===== config.mk =====
export PLATFORM = sky130hd
export DESIGN_NAME = syn_fifo_param
export DESIGN_NICKNAME = d
export VERILOG_FILES = /design/src/rtl/syn_fifo_param.sv
export SDC_FILE = /design/constraint.sdc
export NUM_CORES = 2
export LEC_CHECK = 0
export ABC_AREA = 1
export CAP_MARGIN = 20
export CELL_PAD_IN_SITES_DETAIL_PLACEMENT = 0
export CELL_PAD_IN_SITES_GLOBAL_PLACEMENT = 2
export CORE_MARGIN = 4
export CORE_UTILIZATION = 39
export CTS_CLUSTER_SIZE = 25
export DETAILED_ROUTE_END_ITERATION = 6
export PLACE_DENSITY = 0.84
export SYNTH_ARGS = -nofsm -noshare
export SYNTH_HDL_FRONTEND = slang
export SYNTH_SLANG_ARGS = --single-unit

===== constraint.sdc =====
create_clock -name clk -period 2.6 [get_ports clk]
set_input_delay 0.39 -clock clk [delete_from_list [all_inputs] [get_ports clk]]
set_output_delay 0.39 -clock clk [all_outputs]
set_load 0.05 [all_outputs]

===== src/rtl/syn_fifo_param.sv =====
// -----------------------------------------------------------------------------
// syn_fifo_param
// Parametrised single-clock FIFO with internal storage, true full at RAM_DEPTH
// entries, fill count, almost-full/almost-empty thresholds, overflow/underflow
// pulses and a read-valid strobe.
//
// Build option:
//   SYN_FIFO_FWFT_EN  undefined -> standard mode. data_out is registered and
//                     updates one clock after an accepted read. rd_valid
//                     pulses for one cycle together with the new word.
//                     defined   -> first-word-fall-through. data_out shows the
//                     head word whenever the FIFO is not empty. rd_en pops
//                     the head word, and rd_valid = !empty.
//
// Ports:
//   clk           in   clock, all logic on posedge
//   rst           in   synchronous reset, active-high
//   wr_cs/wr_en   in   write select / request (write needs both)
//   data_in       in   write data
//   rd_cs/rd_en   in   read select / request (read needs both)
//   data_out      out  read data
//   rd_valid      out  data_out carries a newly popped/presented word
//   full/empty    out  fill_count == RAM_DEPTH / fill_count == 0
//   almost_full   out  fill_count >= AF_LEVEL
//   almost_empty  out  fill_count <= AE_LEVEL
//   fill_count    out  stored words, 0..RAM_DEPTH
//   overflow      out  1-cycle pulse after a rejected write
//   underflow     out  1-cycle pulse after a rejected read
// -----------------------------------------------------------------------------
module syn_fifo_param #(
    parameter int DATA_WIDTH = 8,
    parameter int ADDR_WIDTH = 8,
    parameter int RAM_DEPTH  = 1 << ADDR_WIDTH,
    parameter int AF_LEVEL   = RAM_DEPTH - 4,
    parameter int AE_LEVEL   = 4
) (
    input  logic                  clk,
    input  logic                  rst,
    input  logic                  wr_cs,
    input  logic                  wr_en,
    input  logic [DATA_WIDTH-1:0] data_in,
    input  logic                  rd_cs,
    input  logic                  rd_en,
    output logic [DATA_WIDTH-1:0] data_out,
    output logic                  rd_valid,
    output logic                  full,
    output logic                  empty,
    output logic                  almost_full,
    output logic                  almost_empty,
    output logic [ADDR_WIDTH:0]   fill_count,
    output logic                  overflow,
    output logic                  underflow
);

    localparam logic [ADDR_WIDTH:0] DEPTH_CNT = (ADDR_WIDTH+1)'(RAM_DEPTH);
    localparam logic [ADDR_WIDTH:0] AF_CNT    = (ADDR_WIDTH+1)'(AF_LEVEL);
    localparam logic [ADDR_WIDTH:0] AE_CNT    = (ADDR_WIDTH+1)'(AE_LEVEL);

    logic [DATA_WIDTH-1:0] mem [RAM_DEPTH];
    logic [ADDR_WIDTH-1:0] wr_ptr;
    logic [ADDR_WIDTH-1:0] rd_ptr;

    logic wr_req, rd_req, wr_acc, rd_acc;

    // Full/empty come from the registered count only. A read on a full FIFO
    // therefore does not free a slot for a write in the same cycle.
    assign full         = (fill_count == DEPTH_CNT);
    assign empty        = (fill_count == '0);
    assign almost_full  = (fill_count >= AF_CNT);
    assign almost_empty = (fill_count <= AE_CNT);

    assign wr_req = wr_cs & wr_en;
    assign rd_req = rd_cs & rd_en;
    assign wr_acc = wr_req & ~full;
    assign rd_acc = rd_req & ~empty;

    // Storage has no reset. Its contents are only ever observed through rd_ptr
    // after a write, so stale words are never visible.
    always_ff @(posedge clk) begin
        if (!rst && wr_acc) begin
            mem[wr_ptr] <= data_in;
        end
    end

    always_ff @(posedge clk) begin
        if (rst) begin
            wr_ptr     <= '0;
            rd_ptr     <= '0;
            fill_count <= '0;
            overflow   <= 1'b0;
            underflow  <= 1'b0;
        end else begin
            if (wr_acc) begin
                wr_ptr <= wr_ptr + 1'b1;
            end
            if (rd_acc) begin
                rd_ptr <= rd_ptr + 1'b1;
            end
            case ({wr_acc, rd_acc})
                2'b10:   fill_count <= fill_count + 1'b1;
                2'b01:   fill_count <= fill_count - 1'b1;
                default: fill_count <= fill_count;
            endcase
            overflow  <= wr_req & full;
            underflow <= rd_req & empty;
        end
    end

`ifdef SYN_FIFO_FWFT_EN
    // The head word is presented directly. It is forced to zero when empty so
    // that stale storage never appears on the output.
    assign data_out = empty ? '0 : mem[rd_ptr];
    assign rd_valid = ~empty;
`else
    always_ff @(posedge clk) begin
        if (rst) begin
            data_out <= '0;
            rd_valid <= 1'b0;
        end else begin
            rd_valid <= rd_acc;
            if (rd_acc) begin
                data_out <= mem[rd_ptr];
            end
        end
    end
`endif

endmodule


# After elaboration in Yosys (flattened, before gate mapping)
# Memory sizes are Yosys's and may differ from the RTL's. A register that Yosys moved wholly into a read port is not among the register bits.
# Index checks and enable logic that the tools add are counted.
# W data, S select, Z words.
word_totals:
  reg_bits: 28
  mem_bits_rw: 2048
  output_inout_bits: 24
  wordCells: 31
  n_memories: 1
memory_table:
  columns: ["name", "words", "width", "read_ports", "rd_ports_with_merged_regs", "write_ports", "line", "source"]
  rows:
  - ["mem", 256, 8, 1, 1, 1, "59", "logic [DATA_WIDTH-1:0] mem [RAM_DEPTH];"]
op_classes:
  add_sub_neg: 4
  magnitude_cmp: 2
  n_eq_ne: 3
  n_mux: 3
  bitwise: 8
  n_reduce_logical: 4
ops:
  columns: ["cell", "n"]
  rows:
  - ["$pmux W9 S2", 1]
  - ["$add A8 B1 Y8 const B", 2]
  - ["$add A9 B1 Y9 const B", 1]
  - ["$eq A9 B9 Y1 const B", 1]
  - ["$ge A9 B8 Y1 const B", 1]
  - ["$le A9 B3 Y1 const B", 1]
  - ["$logic_not A9 Y1", 1]
  - ["$sub A9 B1 Y9 const B", 1]
  - ["$and A1 B1 Y1", 6]
  - ["$eq A2 B1 Y1 const B", 1]
  - ["$eq A2 B2 Y1 const B", 1]
  - ["$mux W1", 2]
  - ["$not A1 Y1", 2]
  - ["$reduce_bool A2 Y1", 1]
  - ["$logic_and A1 B1 Y1", 1]
  - ["$logic_not A1 Y1", 1]

# Logic depth before layout (Yosys ltp)
depth:
  depth_word: 6
  ltp_mapped: 20

# Least setup slack after synthesis
# Ideal clock, no wire load.
synth_path:
  path_kind: "register to register"
  start: "register fill_count[5]"
  end: "register fill_count[8]"
  setup_ns: 0.123
  arrival_time_ns: 3.640
  t_required_ns: 2.477
  setup_slack_ns: -1.163
  path_stages_with_launch: 17
  n_path_buf: 0
  cell_sequence: "dfxtp_1 nor2_1 nand4_1 nor2_1 nand2_1 nor2_1 nor2_1 inv_1 ha_1 inv_1 fa_1 o21ai_0 nand4_1 o211ai_1 o21ai_0 o21ai_0 a21oi_1"
synth_via:
  elab_chain_cells: 5
  word_cells_on_any_way: 12
  classes_between: "add/sub (2); eq/ne (3); mux (1); bitwise (4); reduce/logical (2)"
synth_lines:
  columns: ["item", "line", "source"]
  rows:
  - ["from (decl)", "50", "output logic [ADDR_WIDTH:0] fill_count,"]
  - ["from (signal assigned)", "100", "2'b10: fill_count <= fill_count + 1'b1;"]
  - ["from (signal assigned)", "101", "2'b01: fill_count <= fill_count - 1'b1;"]
  - ["from (signal assigned)", "102", "default: fill_count <= fill_count;"]
  - ["$eq A9 B9 Y1 *", "67", "assign full = (fill_count == DEPTH_CNT);"]
  - ["named net full", "46", "output logic full,"]
  - ["$not A1 Y1 *", "74", "assign wr_acc = wr_req & ~full;"]
  - ["$and A1 B1 Y1 *", "74", null]
  - ["$eq A2 B1 Y1 or $eq A2 B2 Y1 (tied branches)", "99", "case ({wr_acc, rd_acc})"]
  - ["$pmux W9 S2 or $reduce_bool A2 Y1 (tied branches)", null, null]
# Mark *: on every way through the listed nets, which the timed path passes. The rest lies on a longest branch.
# A chain may end at the register's enable or synchronous reset.

# Worst setup path in the final report
layout_path:
  start: "register fill_count[5]"
  end: "register fill_count[7]"
layout_via:
  elab_chain_cells: 5
  word_cells_on_any_way: 12
  classes_between: "add/sub (2); eq/ne (3); mux (1); bitwise (4); reduce/logical (2)"
layout_lines:
  columns: ["item"]
  rows:
  - ["branches (longest 5 deep; another with $sub A9 B1 Y9)"]
# Parallel ways; which one is timed is not known.

==> flow_summary_export.csv <==
group,metric,value,unit
power,clkPwrFrac,40.3,%
drt,ant_nets,0,
synth,yosys_warnings,0,
worst_hold_path,hp-start,"data_in[1]",
grt,grt_max_degree,88,
synth,yosysSeqAreaShare,73.34,%
worst_hold_path,hold_path.class,"in -> reg",
drt,via_per_inst,5.290,
drt,dr.pass1.iters,6,
power,swShare,24.63,%
setup_path,crit_top_cell,"nor2_4",
setup_path,crit_type,"reg -> reg",
power,seqPwrFrac,49.3,%
final_layout,final_common_cell,"nand2_1",
sta,setup_ws,0.002248,ns
sta,worstMarginPinSlew,0.7479,ns
final_layout,areaGrowthSynthToFinish,19.79,%
power,internal-power,56.60,mW
drt,wl_per_cell,23.04,µm
setup_path,arrival,3.41,ns
cts,clock_sinks,2084,
sta,max_clock_freq,384.9,MHz
floorplanning,rows,170,
setup_path,path_cells,"nor2_4 -> nand4_1 -> nor2_2 -> nand2_2 -> nor2_4 -> nor2_4 -> ha_4 -> buf_12 -> buf_4 -> ha_1 -> nand2_1 -> a21oi_2 -> o21ai_2 -> a21oi_1 -> nand3b_1 -> nand2_1 -> inv_1",
floorplanning,io_pins,38,
power,power_density,738.9,nW/µm²
synth,synthCells,7422,
grt,grt_usage,21.82,%
power,finalPower,75.10,mW
final_layout,fill_cells,19300,
setup_path,r2r-start,"fill_count[5]$_SDFFE_PP0P_",
placed_design,pre_cts_slack,-0.1326,ns
setup_path,r2r_cells,17,
drt,vias,57830,
cts,ctsRootBufferMaster,"clkbuf_16",
drt,routed_wl,251900,µm
final_layout,drive_above_1_share,13.55,%
grt,antenna_found_initial,6,
synth,synth-edff-count,2048,
cts,path_clk_slew,0.06,ns
setup_path,required,3.42,ns
floorplanning,die_width,474.4,µm
setup_path,cp-end-kind,"flop",
synth,syn-cell-area,84840,µm²
synth,synthArstFlopShare,0,%
grt,grt_pass1_wl,366300,µm
worst_hold_path,hold_end,"mem[112][1]$_DFFE_PP_",
placed_design,gp_congestion,0.8515,
synth,ys_ff_latch,2084,
cts,cts_buffers,214,
setup_path,crit_fanout,5,
final_layout,most-common-layout-cells,"2861 x nand2_1, 2048 x edfxtp_1, 1242 x nand3_1",
synth,synth_nets,7450,
power,share_comb_of_total_power,10.4,%
placed_design,post-dp-hpwl,158800,µm
setup_path,worstReg2RegEnd,"fill_count[7]$_SDFFE_PP0P_",
setup_path,path_buf_inv,3,
flow_run,cap_violations,0,
setup_path,crit_slowest_cell,"dfxtp_4",
worst_hold_path,whs_path_depth,1,
drt,drc,0,
sta,fin_crit,2.598,ns
placed_design,io_buffers,37,
sta,drv_slew,0,
cts,cts_tree,"done",
floorplanning,start_util,39.37,%
floorplanning,core_area,215500,µm²
setup_path,r2r_slack,0.002,ns
synth,synth_ff_type,"edfxtp_1",
synth,yosys.cell_types.count,36,
sta,report.final.hold_viol_count,0,
power,p_leak,37.52,nW
cts,clk_latency,0.89,ns
final_layout,nNetsFinal,7943,
cts,cts.htree.levels,4,
sta,rsz0062_at_grt,"yes",
setup_path,start_kind,"flop",
cts,cts.path.max_buffers,3,
floorplanning,die_y,474.4,µm
synth,syn_avg_cell_area,11.43,µm²
grt,overflow,0,
setup_path,cp_top_family,"simple AND/OR/NAND/NOR gates",
sta,finalClockSkew,0.06931,ns
setup_path,cpPeakStageDelay,0.35,ns
floorplanning,dieArea,225100,µm²
drt,drtIter0Drc,6081,
power,peakVddDrop,740.1,µV
power,p_switching,18.49,mW
grt,grt_pass1_vias,55710,
sta,finalSetupViolCount,0,
sta,period_share,99.91,%
final_layout,fin_util,47.17,%
sta,slew_headroom,50.14,%
run_status,status,"finished, final reports clean",
registers in the layout (all words and copies together), names as in the netlist:
name and count:
data_out 8, overflow 1, rd_ptr 8, fill_count 9, mem 2048, rd_valid 1, wr_ptr 8, underflow 1
area by class of cell:
| class | instances | area (µm²) | area share (%) |
|---|---|---|---|
| sequential | 2084 | 62260 | 61.26 |
| multi-input combinational | 4815 | 20720 | 20.39 |
| timing repair buffer | 734 | 7850 | 7.724 |
| clock buffer | 267 | 5554 | 5.465 |
| tap | 2838 | 3551 | 3.494 |
| clock inverter | 127 | 1371 | 1.349 |
| inverter | 64 | 294.0 | 0.2893 |
| timing repair inverter | 2 | 22.52 | 0.02216 |
| antenna | 1 | 2.502 | 0.002462 |
timing repair:
| item | CTS | global route |
|---|---|---|
| setup endpoints to repair | 28 | 556 |
| hold buffers | 5 | 0 |
| gates resized for setup | 28 | 92 |
| buffers inserted | 1 | 13 |
| endpoints found under the hold margin | 148 | 0 |
| pin swaps | 3 | 10 |
| cloned | 2 | 11 |
metrics by stage:
step	area (µm²)	cells	hold slack, ns	TNS, ns
6_report	101600	10930	0.03268	0
5_1_grt	101600	10930	0.008371	-0.8026
4_1_cts	100900	10910	0.0001833	0
3_5_place_dp	93770	10510	0.4846	-15.54
3_3_place_gp	93770	10510	0.4845	-16.17
2_1_floorplan	84960	7422	0.4889	-0.5782
worst register-to-register path, delay by kind of cell (launching register included):
family                   cells  cell delay [ns]
flip-flops                   1             0.35
AO/OA/AOI/OAI                3             0.39
adder cells (fa/ha/maj)      2             0.53
buffers and inverters        3             0.32
AND/OR/NAND/NOR              9             0.93
cells by family after synthesis:
group	Yosys count	synth area share [%]
adders and majority gates	14	0.2153
DFF	2084	73.34
AOI/OAI and AO/OA	320	1.953
and+or+nand+nor	4477	21.75
xor gates and xnor gates	4	0.04130
buffers and inverters	523	2.697
cells in the mapped netlist (2+ instances only):
master    instances  area, µm²
edfxtp_1       2048      61500
clkinv_1          3      11.26
o21ai_0          22      110.1
nor3_1           10      50.05
a21oi_1         276       1381
xnor2_1           2      17.52
nor2_1          307       1152
o211ai_1          9      67.56
buf_2           233       1166
nand4_1           4      25.02
dfxtp_1          36      720.7
buf_4             7      52.55
inv_2             6      22.52
o21a_1            2      15.01
clkbuf_1        164      615.6
buf_1            54      202.7
nand2_1        2872      10780
xor2_1            2      17.52
ha_1             13      162.7
a21boi_0          7      52.55
inv_1            55      206.5
nand3_1        1276       6386
per-layer routing:
| layer | vias to the layer above | GRT usage (%) | part of all wire [%] |
|---|---|---|---|
| met5 | - | 0 | 0 |
| met4 | 0 | 6.352 | 2.9 |
| met3 | 333 | 2.858 | 6.9 |
| met2 | 2017 | 35.74 | 48 |
| met1 | 28690 | 30.52 | 42 |
| li1 | 26790 | - | - |
worst max-delay path by stage:
stage / depth (start not counted) / endpoint / start / slack, ns
2_1_floorplan: 17 / fill_count[8]$_SDFFE_PP0P_ / fill_count[5]$_SDFFE_PP0P_ / -0.18
4_1_cts: 17 / fill_count[8]$_SDFFE_PP0P_ / fill_count[5]$_SDFFE_PP0P_ / 0.005
3_3_place_gp: 13 / fill_count[8]$_SDFFE_PP0P_ / wr_cs / -0.24
5_1_grt: 17 / fill_count[8]$_SDFFE_PP0P_ / fill_count[5]$_SDFFE_PP0P_ / -0.22
6_report: 17 / fill_count[7]$_SDFFE_PP0P_ / fill_count[5]$_SDFFE_PP0P_ / 0.002
3_5_place_dp: 17 / fill_count[7]$_SDFFE_PP0P_ / wr_en / -0.13
power by group through the flow:
stage,combinational (mW),clock [mW],sequential (mW)
after global placement,7.43,0,37.7
after CTS,7.55,30.8,37.0
after detailed placement,7.47,0,37.7
after global routing,8.49,32.2,37.0
after floorplan,3.81,0,37.8
final,7.79,30.3,37.0
Note: power is estimated with default switching activity, not from simulation.
